## src/rtl/mem_responder_if.sv

```systemverilog
`default_nettype none
// ============================================================================
// Module      : mem_responder_if
// Description : Request/response handshake bundle between an initiator and
//               the mem_responder storage block.
// Revision    : 1.0 - initial release
// ============================================================================
interface mem_responder_if;
  logic       req_valid;
  logic       req_ready;
  logic       req_we;
  logic [4:0] req_addr;
  logic [7:0] req_wdata;
  logic       rsp_valid;
  logic       rsp_ready;
  logic [7:0] rsp_rdata;
  logic       rsp_we;
  logic       rsp_err;

  modport master (
    output req_valid, req_we, req_addr, req_wdata, rsp_ready,
    input  req_ready, rsp_valid, rsp_rdata, rsp_we, rsp_err
  );

  modport slave (
    input  req_valid, req_we, req_addr, req_wdata, rsp_ready,
    output req_ready, rsp_valid, rsp_rdata, rsp_we, rsp_err
  );
endinterface
`default_nettype wire

```

## src/rtl/mem_responder.sv

```systemverilog
`default_nettype none
// ============================================================================
// Module      : mem_responder
// Description : Byte-wide register-file responder. Each accepted request
//               passes through a one-entry stage into an in-order response
//               buffer; out-of-range addresses answer with an error flag.
// Revision    : 1.0 - initial release
// ============================================================================
module mem_responder #(
  parameter int DEPTH      = 16,
  parameter int FIFO_DEPTH = 4
) (
  input  wire             clk,
  input  wire             reset,
  mem_responder_if.slave  bus,
  output logic [7:0]      err_count
);

  localparam int c_AW = (DEPTH > 1) ? $clog2(DEPTH) : 1;
  localparam int c_PW = (FIFO_DEPTH > 1) ? $clog2(FIFO_DEPTH) : 1;
  localparam int c_CW = $clog2(FIFO_DEPTH + 1);
  localparam logic [c_PW-1:0] c_PTR_LAST = c_PW'(FIFO_DEPTH - 1);
  localparam logic [c_CW:0]   c_OCC_MAX  = (c_CW + 1)'(FIFO_DEPTH);

  logic [7:0]      r_mem [DEPTH];
  logic            r_run;

  logic            r_stg_vld;
  logic [7:0]      r_stg_data;
  logic            r_stg_we;
  logic            r_stg_err;

  logic [7:0]      r_buf_data [FIFO_DEPTH];
  logic            r_buf_we   [FIFO_DEPTH];
  logic            r_buf_err  [FIFO_DEPTH];
  logic [c_PW-1:0] r_wr_ptr;
  logic [c_PW-1:0] r_rd_ptr;
  logic [c_CW-1:0] r_count;
  logic [7:0]      r_err_count;

  logic            w_in_range;
  logic [c_AW-1:0] w_idx;
  logic [c_CW:0]   w_occupancy;
  logic            w_req_ready;
  logic            w_accept;
  logic            w_rsp_valid;
  logic            w_pop;
  logic            w_push;
  logic [7:0]      w_rsp_data;

  assign w_in_range  = int'(bus.req_addr) < DEPTH;
  assign w_idx       = bus.req_addr[c_AW-1:0];

  // Readiness looks only at flops, so rsp_ready never reaches req_ready.
  assign w_occupancy = {1'b0, r_count} + {{c_CW{1'b0}}, r_stg_vld};
  assign w_req_ready = r_run && (w_occupancy < c_OCC_MAX);
  assign w_accept    = bus.req_valid && w_req_ready;

  assign w_rsp_valid = (r_count != '0);
  assign w_pop       = w_rsp_valid && bus.rsp_ready;
  assign w_push      = r_stg_vld;

  always_comb begin
    w_rsp_data = 8'h00;
    if (w_in_range) begin
      w_rsp_data = bus.req_we ? bus.req_wdata : r_mem[w_idx];
    end
  end

  // Gate that holds req_ready low until the first edge after reset release.
  always_ff @(posedge clk or negedge reset) begin
    if (!reset) begin
      r_run <= 1'b0;
    end else begin
      r_run <= 1'b1;
    end
  end

  always_ff @(posedge clk or negedge reset) begin
    if (!reset) begin
      for (int i = 0; i < DEPTH; i++) begin
        r_mem[i] <= 8'h00;
      end
    end else if (w_accept && bus.req_we && w_in_range) begin
      r_mem[w_idx] <= bus.req_wdata;
    end
  end

  always_ff @(posedge clk or negedge reset) begin
    if (!reset) begin
      r_stg_vld  <= 1'b0;
      r_stg_data <= 8'h00;
      r_stg_we   <= 1'b0;
      r_stg_err  <= 1'b0;
    end else begin
      r_stg_vld <= w_accept;
      if (w_accept) begin
        r_stg_data <= w_rsp_data;
        r_stg_we   <= bus.req_we;
        r_stg_err  <= !w_in_range;
      end
    end
  end

  // The occupancy limit guarantees a free slot whenever the stage is full,
  // so the stage always drains into the buffer on the next edge.
  always_ff @(posedge clk) begin
    if (w_push) begin
      r_buf_data[r_wr_ptr] <= r_stg_data;
      r_buf_we[r_wr_ptr]   <= r_stg_we;
      r_buf_err[r_wr_ptr]  <= r_stg_err;
    end
  end

  always_ff @(posedge clk or negedge reset) begin
    if (!reset) begin
      r_wr_ptr <= '0;
      r_rd_ptr <= '0;
      r_count  <= '0;
    end else begin
      if (w_push) begin
        r_wr_ptr <= (r_wr_ptr == c_PTR_LAST) ? '0 : r_wr_ptr + c_PW'(1);
      end
      if (w_pop) begin
        r_rd_ptr <= (r_rd_ptr == c_PTR_LAST) ? '0 : r_rd_ptr + c_PW'(1);
      end
      case ({w_push, w_pop})
        2'b10:   r_count <= r_count + c_CW'(1);
        2'b01:   r_count <= r_count - c_CW'(1);
        default: r_count <= r_count;
      endcase
    end
  end

  always_ff @(posedge clk or negedge reset) begin
    if (!reset) begin
      r_err_count <= 8'h00;
    end else if (w_pop && r_buf_err[r_rd_ptr] && (r_err_count != 8'hFF)) begin
      r_err_count <= r_err_count + 8'd1;
    end
  end

  assign bus.req_ready = w_req_ready;
  assign bus.rsp_valid = w_rsp_valid;
  assign bus.rsp_rdata = w_rsp_valid ? r_buf_data[r_rd_ptr] : 8'h00;
  assign bus.rsp_we    = w_rsp_valid ? r_buf_we[r_rd_ptr]   : 1'b0;
  assign bus.rsp_err   = w_rsp_valid ? r_buf_err[r_rd_ptr]  : 1'b0;
  assign err_count     = r_err_count;

endmodule
`default_nettype wire

```

## src/flat_wrapper.sv

```systemverilog
// flat-port wrapper written by rule: the top's interface ports become plain ports
module mem_responder_flat 
#(
  parameter int DEPTH      = 16,
  parameter int FIFO_DEPTH = 4
)
  (clk, reset, err_count, bus_req_valid, bus_req_we, bus_req_addr, bus_req_wdata, bus_rsp_ready, bus_req_ready, bus_rsp_valid, bus_rsp_rdata, bus_rsp_we, bus_rsp_err);
  mem_responder_if bus_i ();
  input  wire clk;
  input  wire reset;
  output logic [7:0] err_count;
  input wire logic [$bits(bus_i.req_valid)-1:0] bus_req_valid;
  input wire logic [$bits(bus_i.req_we)-1:0] bus_req_we;
  input wire logic [$bits(bus_i.req_addr)-1:0] bus_req_addr;
  input wire logic [$bits(bus_i.req_wdata)-1:0] bus_req_wdata;
  input wire logic [$bits(bus_i.rsp_ready)-1:0] bus_rsp_ready;
  output wire logic [$bits(bus_i.req_ready)-1:0] bus_req_ready;
  output wire logic [$bits(bus_i.rsp_valid)-1:0] bus_rsp_valid;
  output wire logic [$bits(bus_i.rsp_rdata)-1:0] bus_rsp_rdata;
  output wire logic [$bits(bus_i.rsp_we)-1:0] bus_rsp_we;
  output wire logic [$bits(bus_i.rsp_err)-1:0] bus_rsp_err;
  assign bus_i.req_valid = bus_req_valid;
  assign bus_i.req_we = bus_req_we;
  assign bus_i.req_addr = bus_req_addr;
  assign bus_i.req_wdata = bus_req_wdata;
  assign bus_i.rsp_ready = bus_rsp_ready;
  assign bus_req_ready = bus_i.req_ready;
  assign bus_rsp_valid = bus_i.rsp_valid;
  assign bus_rsp_rdata = bus_i.rsp_rdata;
  assign bus_rsp_we = bus_i.rsp_we;
  assign bus_rsp_err = bus_i.rsp_err;
  mem_responder #(.DEPTH(DEPTH), .FIFO_DEPTH(FIFO_DEPTH)) u_core (.clk(clk), .reset(reset), .bus(bus_i), .err_count(err_count));
endmodule
```

## config.mk

```make
export PLATFORM = sky130hd
export DESIGN_NAME = mem_responder_flat
export DESIGN_NICKNAME = d
export VERILOG_FILES = /design/src/rtl/mem_responder_if.sv /design/src/rtl/mem_responder.sv /design/src/flat_wrapper.sv
export SDC_FILE = /design/constraint.sdc
export NUM_CORES = 1
export LEC_CHECK = 0
export ABC_AREA = 1
export CAP_MARGIN = 40
export CORE_MARGIN = 2
export CORE_UTILIZATION = 45
export DETAILED_ROUTE_END_ITERATION = 16
export HOLD_SLACK_MARGIN = 0.12
export PLACE_DENSITY_LB_ADDON = 0.05
export SYNTH_ARGS = -nofsm -noshare
export SYNTH_HDL_FRONTEND = slang
export SYNTH_SLANG_ARGS = --single-unit
```

## constraint.sdc

```tcl
create_clock -name clk -period 3.9 [get_ports clk]
set_clock_uncertainty 0.05 [all_clocks]
set_input_delay 0.39 -clock clk [delete_from_list [all_inputs] [get_ports clk]]
set_output_delay 0.39 -clock clk [all_outputs]
set_load 0.03 [all_outputs]
```

==> results of run 1 <==
==> cell families after synthesis <==
kind of cell	Yosys count	share of synthesized area, %
xor+xnor	8	0.7300
other cells	1	0.03908
simple gates	821	36.05
fa+ha+maj	8	1.121
compound gates	73	4.094
buf+inv	103	5.033
flops	195	52.93
==> where the power goes <==
group	leakage (nW)	switching, mW	internal, mW
registers	2.48	0.199	2.39
logic	2.96	0.959	0.538
clock network	0.288	0.864	0.917
==> path summary, 6_finish.rpt <==
| path | from | endpoint | slack [ns] |
|---|---|---|---|
| setup reg to reg | u_core.r_stg_vld | u_core.r_mem[105] | 1.59 |
| min in group asynchronous | reset | u_core.err_count[2] | 0.47 |
| hold reg to reg | u_core.r_mem[59] | u_core.r_mem[59] | 0.42 |
| max in group asynchronous | reset | u_core.r_mem[35] | 2.37 |
| hold / removal | u_core.r_mem[59] | u_core.r_mem[59] | 0.42 |
| setup / recovery | u_core.r_rd_ptr[1] | bus_rsp_err | 0.79 |
==> cells in the mapped netlist <==
cell / number / area, um^2
nand2_1: 571 / 2143
nand3_1: 171 / 855.8
dfrtp_1: 155 / 3879
nor2_1: 53 / 198.9
o21ai_0: 49 / 245.2
clkbuf_1: 40 / 150.1
edfxtp_1: 40 / 1201
inv_1: 27 / 101.4
a21oi_1: 12 / 60.06
buf_2: 11 / 55.05
nand2_4: 11 / 123.9
buf_6: 8 / 90.09
o21bai_1: 8 / 60.06
buf_1: 7 / 26.28
ha_1: 7 / 87.58
buf_4: 6 / 45.04
nand2_2: 4 / 25.02
nor2_2: 4 / 25.02
xnor2_1: 4 / 35.03
xor2_1: 4 / 35.03
clkinv_1: 2 / 7.510
inv_2: 2 / 7.510
nor2_8: 2 / 40.04
nor3_1: 2 / 10.01
o21ai_1: 2 / 10.01
conb_1: 1 / 3.750
fa_1: 1 / 20.02
nand3_2: 1 / 10.01
nand4_1: 1 / 6.260
nand4_4: 1 / 21.27
o21ai_2: 1 / 8.760
o22a_1: 1 / 8.760
==> per-stage QoR <==
step	hold WS, ns	instance area, um^2	std cells	power, mW
final	0.4218	10800	1508	5.866
after global placement	0.4038	10140	1471	4.112
after global routing	0.4411	10800	1508	6.207
after CTS	0.4264	10800	1508	5.927
after floorplan	0.04441	9597	1209	3.568
after detailed placement	0.4084	10190	1475	4.139
==> state kept, by name (all words and copies together) (netlist names) <==
| register | cells |
|---|---|
| u_core.r_stg_data | 8 |
| u_core.r_stg_err | 1 |
| u_core.r_run | 1 |
| u_core.r_count | 3 |
| u_core.r_wr_ptr | 2 |
| u_core.r_buf_we | 4 |
| u_core.err_count | 8 |
| u_core.r_stg_we | 1 |
| u_core.r_rd_ptr | 2 |
| u_core.r_mem | 128 |
| u_core.r_buf_err | 4 |
| u_core.r_stg_vld | 1 |
| u_core.r_buf_data | 32 |
==> metal layers <==
metal	GRT usage, %	vias up
met2	38.74	169
met3	3.994	36
met4	6.604	0
met1	33.16	3718
met5	0	-
li1	-	3881
==> timing repair <==
action,CTS,global route
setup buffers,0,0
gates resized for setup,0,0
hold endpoints to repair,73,0
hold buffers,1,0
==> layout make-up <==
| class | instances | area, um^2 |
|---|---|---|
| Fill cell | 2065 | 10160 |
| Clock inverter | 14 | 165.2 |
| Clock buffer | 18 | 429.2 |
| Sequential cell | 195 | 5080 |
| Tap cell | 275 | 344.1 |
| Inverter | 31 | 116.4 |
| Multi-Input combinational cell | 911 | 4041 |
| Timing Repair Buffer | 64 | 623.1 |
==> worst max-delay path: stages, from the launching register on <==
cell and delay (ns):
dfrtp_1 0.40, buf_4 0.19, inv_1 0.33, o21ai_0 0.18, o22a_1 0.30, nor2_1 0.14, clkdlybuf4s50_1 0.68
==> out/metrics.yaml, run 1 <==
timing:
  worstMarginPinSlew_ns: 0.7760
  tns_ns: 0
  max-slew-margin-rel_pct: 48.15
  setup_viol: 0
  min_period_ns: 3.106
  min_period_over_period_pct: 79.64
  max_freq_mhz: 322.0
  grt_setup_unrepaired: "no"
  hold_viol_final: 0
  slew_violations: 0
  layout_setup_ws_ns: 0.7941
cts:
  clk_latency_ns: 0.45
  cts_tree: "built"
  clockBufferDepth: 2
  clock-sinks: 195
  cts_buffers: 17
  clkSlewWorstSetupHoldPaths_ns: 0.07
  cts-htree-levels: 4
  cts_root_buf: "clkbuf_16"
floorplan:
  io_pins: 38
  die_h_um: 150.0
  die-area_um2: 22510
  num_rows: 53
  core_um2: 20960
  die_w_um: 150.0
  initial_core_util_pct: 45.80
detailed_routing:
  dr.first_iter.drc_count: 642
  wl_met2_mm: 12.31
  met1Wirelength_mm: 11.81
  firstDrtPassIters: 7
  met3WireLength_um: 995
  vias_per_cell: 5.175
  dr.max_layer_used: "met4"
  wire_per_inst_um: 16.97
  ant_nets: 0
  route.vias.total: 7804
  finalWirelength_mm: 25.59
  drcViolationCount: 0
setup_path:
  end_kind: "output port"
  critPathMaxFanout: 11
  cp_data_required_time_ns: 3.46
  worst_ep_arrival_time_ns: 2.67
  crit_type: "flop to output port"
  rr_worst_depth: 9
  startpoint_type: "flop"
grt:
  gr-usage-all-layers_pct: 23.85
  antenna_found_initial: 0
  grt_max_degree: 83
  grt_remaining_overflow: 0
  first_global_vias: 7392
  grt_pass1_wl_mm: 41.10
power_and_ir_drop:
  peakVddDrop_uv: 281.7
  p_per_area_nw_per_um2: 543.2
  leakagePower_nw: 5.723
final_layout:
  syn_to_final_growth_pct: 12.53
  layout_common_cells: "nand2_1 (571), nand3_1 (171), dfrtp_1 (155)"
  layout.cells.most_common: "nand2_1"
  nets: 1246
  postLayoutCoreUtil_pct: 51.53
  layout-drive-gt1-share_pct: 6.975
  antenna_cells: 0
logic_synthesis:
  netlist_instances: 1209
  synth_cell_types: 32
  synth.ff_latch_count: 195
  syn_area_um2: 9597
  synth_nets: 1235
  yosysWarnings: 0
  syn_area_per_cell_um2: 7.938
  seq_area_frac_synth_pct: 52.93
placed_design:
  post-place-ws_ns: 1.252
  post-dp-hpwl_mm: 16.62
  portBuffers: 37
  finalWeightedCongestion: 0.8388
job:
  maxCapViolations: 0
hold_path:
  hp-class: "flop to flop"
  min_path_cells: 2
outcome:
  status: "complete, no violations"
Note: power is estimated with default switching activity, not from simulation.
==> run 2, diff against run 1 <==
clock period = 2.5 ns   (was 3.9 ns; I/O delays follow)
==> run 2 against run 1 <==
Against the previous run: sequential power up 56%; first-iteration DRC count down 1.1%; critical path type unchanged; global-route usage up 0.45 points; via count up 1.9%; wire length up 2.0%; largest power group unchanged.
==> out/metrics.yaml, run 2 (same netlist as run 1, synthesis figures left out) <==
placed_design:
  post-place-ws_ns: 0.3290  # -0.9226 ns
  placed_area_um2: 10410  # +2.1%
  portBuffers: 37  # unchanged
  finalWeightedCongestion: 0.8493  # +1.3%
  post-dp-hpwl_mm: 16.97  # +2.1%
final_layout:
  largest_registers: "u_core.r_mem (128), u_core.r_buf_data (32)"
  layout.cells.most_common: "nand2_1"
  antenna_cells: 0  # unchanged
  syn_to_final_growth_pct: 14.82
  layout-drive-gt1-share_pct: 9.062  # +2.1 points
  design_area_um2: 11020  # +2.0%
  regMostFlops: "u_core.r_mem"
  layout_common_cells: "nand2_1 (571), nand3_1 (171), dfrtp_1 (155)"
  nets: 1271  # +2.0%
  largest_reg_flops: 128  # unchanged
timing:
  slew_violations: 0  # unchanged
  max-slew-margin-rel_pct: 58.44  # +10 points
  hold_viol_final: 0  # unchanged
  holdWs_ns: 0.2939  # -0.1280 ns
  worstMarginPinSlew_ns: 0.6234  # -0.1526 ns
  setup_viol: 0  # unchanged
  min_period_ns: 2.264
  tns_ns: 0  # unchanged
  grt_setup_unrepaired: "no"
  max_freq_mhz: 441.7
  layout_setup_ws_ns: 0.2362  # -0.5579 ns
  min_period_over_period_pct: 90.55
floorplan:
  num_rows: 53  # unchanged
  io_pins: 38  # unchanged
  die_w_um: 150.0  # unchanged
  die-area_um2: 22510  # unchanged
  initial_core_util_pct: 45.80  # unchanged
  die_h_um: 150.0  # unchanged
  core_um2: 20960  # unchanged
setup_path:
  worst_ep_arrival_time_ns: 1.96  # -0.71 ns
  critPathSlowestCell: "dlygate4sd2_1"
  startpoint_type: "flop"
  crit_start: "u_core.r_rd_ptr[0]"
  crit_buf_inv: 2  # -1
  end_kind: "output port"
  cp_data_required_time_ns: 2.20  # -1.26 ns
  rr_worst_depth: 9  # unchanged
  worstReg2RegEnd: "u_core.r_count[2]"
  max_stage_delay_ns: 0.42  # -0.26 ns
  critPathMaxFanout: 20  # +9
  r2r_slack_ns: 0.47  # -1.12 ns
  worstPathCellList: "buf_4 > nor2_1 > nor2_1 > o21ai_0 > a21oi_1 > dlygate4sd2_1"
  path_common_cell: "nor2_1"
  r2r-start: "u_core.r_count[0]"
  cp_top_family: "buffers and inverters"
  crit_type: "flop to output port"
cts:
  clkSlewWorstSetupHoldPaths_ns: 0.08  # about the same
  cts-htree-levels: 4  # unchanged
  cts_buffers: 17  # unchanged
  clock-sinks: 195  # unchanged
  clk_latency_ns: 0.44  # about the same
  cts_tree: "built"
  clockBufferDepth: 2  # unchanged
  cts_root_buf: "clkbuf_16"
detailed_routing:
  firstDrtPassIters: 5  # -2
  dr.first_iter.drc_count: 635  # -1.1%
  drcViolationCount: 0  # unchanged
  wire_per_inst_um: 17.02  # +0.31%
  finalWirelength_mm: 26.09  # +2.0%
  route.vias.total: 7956  # +1.9%
  vias_per_cell: 5.190  # +0.29%
  ant_nets: 0  # unchanged
grt:
  antenna_found_initial: 0  # unchanged
  grt_max_degree: 64  # -23%
  first_global_vias: 7594  # +2.7%
  gr-usage-all-layers_pct: 24.30  # +0.45 points
  grt_remaining_overflow: 0  # unchanged
  grt_pass1_wl_mm: 42.10  # +2.5%
job:
  maxCapViolations: 0  # unchanged
power_and_ir_drop:
  leakagePower_nw: 5.886  # +2.9%
  total_power_mw: 9.123  # +56%
  peakVddDrop_uv: 484.1  # +72%
  p_per_area_nw_per_um2: 827.9  # +52%
hold_path:
  hp-class: "primary input to async pin"
outcome:
  status: "complete, no violations"
run 2: per-stage QoR:
step | util (%) | std cells
global route | 52.59 | 1533
detailed placement | 49.66 | 1500
floorplan | - | 1209
finish | 52.59 | 1533
CTS | 52.57 | 1533
global placement | 49.66 | 1500
run 2: how the worst max path moves through the flow:
stage	end	slack, ns	depth (start not counted)
final	bus_rsp_rdata[0]	0.24	6
after global routing	bus_rsp_rdata[0]	0.08	6
after CTS	bus_rsp_rdata[6]	0.006	6
after detailed placement	u_core.r_stg_data[1]	0.33	9
after global placement	u_core.r_stg_data[1]	0.34	7
after floorplan	bus_rsp_rdata[0]	0.64	6
run 2: worst register-to-register path, delay by kind of cell (launching register included):
family | cells | cell delay [ns]
and+or+nand+nor | 2 | 0.21
buffers and inverters | 2 | 0.26
xor gates and xnor gates | 1 | 0.16
DFF | 1 | 0.42
adders and majority gates | 2 | 0.53
AOI/OAI and AO/OA | 2 | 0.26
run 2: what timing repair did:
action / CTS / global route
pin swaps: 0 / 0
hold endpoints to repair: 60 / 0
resized for setup: 10 / 1
hold buffers: 1 / 0
buffers inserted: 0 / 0
endpoints found under the setup margin: 9 / 1
run 2: power by group:
group | internal (mW) | total [mW] | switching, mW
registers | 3.73 | 4.04 | 0.313
clock network | 1.36 | 2.77 | 1.41
logic | 0.806 | 2.31 | 1.51
run 2: layout make-up:
class                   instances  area [um^2]
clock buffers                  17        425.4
flip-flops and latches        195         5080
repair buffers                 89        825.8
fillers                      2084         9936
well taps                     275        344.1
multi-input cells             911         4041
clock inverters                15        182.7
inverters                      31        120.1
run 2: per-layer routing:
metal | wire [um] | share of wire (%) | vias to the layer above | GRT usage (%)
met2 | 12510 | 48 | 175 | 40.07
met5 | 0 | 0 | - | 0
met4 | 598 | 2.3 | 0 | 8.255
met1 | 12060 | 46 | 3804 | 33.36
met3 | 929 | 3.6 | 40 | 2.927
li1 | - | - | 3937 | -
==> run 3, diff against run 2 <==
ABC_AREA = not set   (was 1)
==> run 3 against run 2 <==
Against the previous run: combinational power decreased by 13%; flip-flop and latch count unchanged; global-route usage decreased by 5.2 points; fmax decreased by 3.6%; worst setup slack got worse by 0.085 ns; first-iteration DRC count decreased by 64%; via count decreased by 37%; non-clock buffer count decreased by 25; total power decreased by 1.0%; critical path depth decreased by 2; critical endpoint is now bus_rsp_err; largest cell class unchanged; largest power group unchanged.
==> out/metrics.yaml, run 3 <==
outcome:
  status: "complete, no violations"
grt:
  grt_pass1_wl_mm: 30.94  # -27%
  antenna_found_initial: 0  # unchanged
  grt_remaining_overflow: 0  # unchanged
  grt_max_degree: 63  # -1.6%
  first_global_vias: 5390  # -29%
  gr-usage-all-layers_pct: 19.13  # -5.2 points
cts:
  cts-htree-levels: 4  # unchanged
  clk_latency_ns: 0.42  # -0.02 ns
  clockBufferDepth: 2  # unchanged
  cts_tree: "built"
  cts_root_buf: "clkbuf_16"
  clkSlewWorstSetupHoldPaths_ns: 0.07  # about the same
  cts_buffers: 17  # unchanged
  clock-sinks: 195  # unchanged
  post_cts.repair.setup_buffers: 0  # unchanged
timing:
  hold_viol_final: 0  # unchanged
  min_period_over_period_pct: 93.94  # +3.4 points
  max_freq_mhz: 425.8  # -3.6%
  setup_viol: 0  # unchanged
  grt_setup_unrepaired: "no"
  tns_ns: 0  # unchanged
  slew_violations: 0  # unchanged
  max-slew-margin-rel_pct: 44.28  # -14 points
  worstMarginPinSlew_ns: 0.8332  # +0.2098 ns
  min_period_ns: 2.348  # +0.08466 ns
  holdWs_ns: 0.3156  # +0.02179 ns
logic_synthesis:
  seq_area_frac_synth_pct: 56.43  # +3.5 points
  synth_common_cells: "dfrtp_1 (155), mux2_2 (133), mux2i_1 (57)"
  netlist.area_leader.share_pct: 43.09  # +2.7 points
  yosysWarnings: 0  # unchanged
  yosysTopAreaCell: "dfrtp_1"
  synth_cell_types: 44  # +38%
  syn_area_per_cell_um2: 14.81  # +87%
  syn_area_um2: 9002  # -6.2%
  synth_nets: 634  # -49%
  synth.ff_latch_count: 195  # unchanged
  synthFlopType: "dfrtp_1"
  synthArstFlopShare_pct: 79.49  # unchanged
  synth_edf_count: 40  # unchanged
  yosysMostFrequentCell: "dfrtp_1"
  netlist_instances: 608  # -50%
  synth_area_leaders: "dfrtp_1 (43%), mux2_2 (17%), edfxtp_1 (13%)"
final_layout:
  syn_to_final_growth_pct: 15.89
  regMostFlops: "u_core.r_mem"
  largest_reg_flops: 128  # unchanged
  layout-drive-gt1-share_pct: 34.78  # +26 points
  layout.cells.most_common: "dfrtp_1"
  antenna_cells: 0  # unchanged
  nets: 680  # -46%
  largest_registers: "u_core.r_mem (128), u_core.r_buf_data (32)"
  layout_common_cells: "dfrtp_1 (154), mux2_2 (133), mux2i_1 (57)"
floorplan:
  die_h_um: 145.4  # -3.1%
  die_w_um: 145.4  # -3.1%
  io_pins: 38  # unchanged
  initial_core_util_pct: 46.10  # +0.31 points
  core_um2: 19530  # -6.8%
  die-area_um2: 21150  # -6.0%
  num_rows: 51  # -3.8%
hold_path:
  hp-class: "primary input to async pin"
detailed_routing:
  wire_per_inst_um: 20.39  # +20%
  ant_nets: 0  # unchanged
  route.vias.total: 5036  # -37%
  drcViolationCount: 0  # unchanged
  firstDrtPassIters: 4  # -1
  dr.first_iter.drc_count: 231  # -64%
  vias_per_cell: 5.403  # +4.1%
  finalWirelength_mm: 19.01  # -27%
power_and_ir_drop:
  power_frac_comb_pct: 22.4  # -2.9 points
  p_sw_mw: 2.619  # -19%
  peakVddDrop_uv: 498.4  # +3.0%
  seq_power_share_pct: 45.2  # +0.9 points
  leakagePower_nw: 4.773  # -19%
  p_clk_share_pct: 32.5  # +2.1 points
  p_int_mw: 6.410  # +8.8%
  power.share.switching_pct: 29.00  # -6.4 points
  p_per_area_nw_per_um2: 865.5  # +4.5%
placed_design:
  portBuffers: 37  # unchanged
  finalWeightedCongestion: 0.7547  # -11%
  post-dp-hpwl_mm: 12.90  # -24%
setup_path:
  crit_type: "flop to output port"
  cp_data_required_time_ns: 2.20  # about the same
  startpoint_type: "flop"
  end_kind: "output port"
  worst_ep_arrival_time_ns: 2.05  # +0.09 ns
  critPathMaxFanout: 13  # -35%
job:
  maxCapViolations: 0  # unchanged
==> run 3: cell types whose count changed after synthesis, moves of 10 or more <==
cell	before	now
nand2_1	571	4
o21ai_0	49	10
nor3_4	0	12
nand2_4	11	0
inv_1	27	17
nand3_1	171	5
mux4_2	0	18
clkbuf_1	40	20
mux2i_1	0	57
mux2_2	0	133
and2_1	0	15
nor2_1	53	12
==> run 3: critical path, stage by stage, from the launching register on <==
cell           delay, ns
dfrtp_1             0.38
buf_12              0.16
mux4_2              0.56
and2_1              0.18
dlygate4sd2_1       0.35
==> run 3: logic make-up after synthesis <==
logic type	synth area share (%)
AND/OR/NAND/NOR	7.436
XOR/XNOR	0.9729
AO/OA/AOI/OAI	3.683
other	0.04166
buffers and inverters	2.766
multiplexers	27.48
flip-flops	56.43
adder cells (fa/ha/maj)	1.195
==> run 3: final timing paths <==
kind | start | to | slack, ns | cells past startpoint
max reg2reg | u_core.r_stg_vld | u_core.r_mem[50] | 0.39 | 5
max | u_core.r_rd_ptr[0] | bus_rsp_err | 0.15 | 4
min in group clk | u_core.r_mem[74] | u_core.r_mem[74] | 0.45 | 1
min | reset | u_core.r_stg_data[6] | 0.32 | 2
max in group asynchronous | reset | u_core.r_mem[4] | 1.41 | 3
min reg2reg | u_core.r_mem[74] | u_core.r_mem[74] | 0.45 | 1
==> run 3: stage by stage <==
| step | total power [mW] | cell area [um^2] | util (%) | setup slack [ns] | cells |
|---|---|---|---|---|---|
| CTS | 9.140 | 10430 | 53.43 | 0.09371 | 932 |
| detailed placement | 6.290 | 9793 | 50.15 | 0.1062 | 899 |
| global placement | 6.214 | 9793 | 50.15 | 0.1360 | 899 |
| finish | 9.029 | 10430 | 53.43 | 0.1515 | 932 |
| global route | 9.498 | 10430 | 53.43 | 0.02345 | 932 |
| floorplan | 5.472 | 9002 | - | 0.6634 | 608 |
==> run 3: cell type report <==
cell class	count	area, um^2
flip-flops and latches	195	5081
clock inverters	10	143.9
repair buffers	64	641.9
multi-input cells	359	3674
well taps	265	331.6
fillers	1700	9094
clock buffers	22	496.7
inverters	17	63.81
==> run 3: power by group through the flow <==
stage                     Sequential [mW]  Combinational, mW  Clock, mW
after detailed placement             4.15               2.14          0
after global placement               4.11               2.10          0
after global routing                 4.14               2.21       3.15
final                                4.08               2.02       2.93
after CTS                            4.08               2.07       2.99
after floorplan                      4.11               1.37          0
==> run 3: metal layers <==
metal  routed length (um)  vias up  part of all wire [%]  GRT usage, %
met4                  341        0                   1.8         5.882
li1                     -     2329                     -             -
met5                    0        -                     0             0
met3                  494       17                   2.6         4.075
met1                 8544     2620                    45         25.19
met2                 9628       70                    51         32.01
==> run 3: repair_timing <==
item	CTS	global route
setup endpoints to repair	10	0
hold buffers	1	0
hold endpoints to repair	49	0
gates resized for setup	11	0
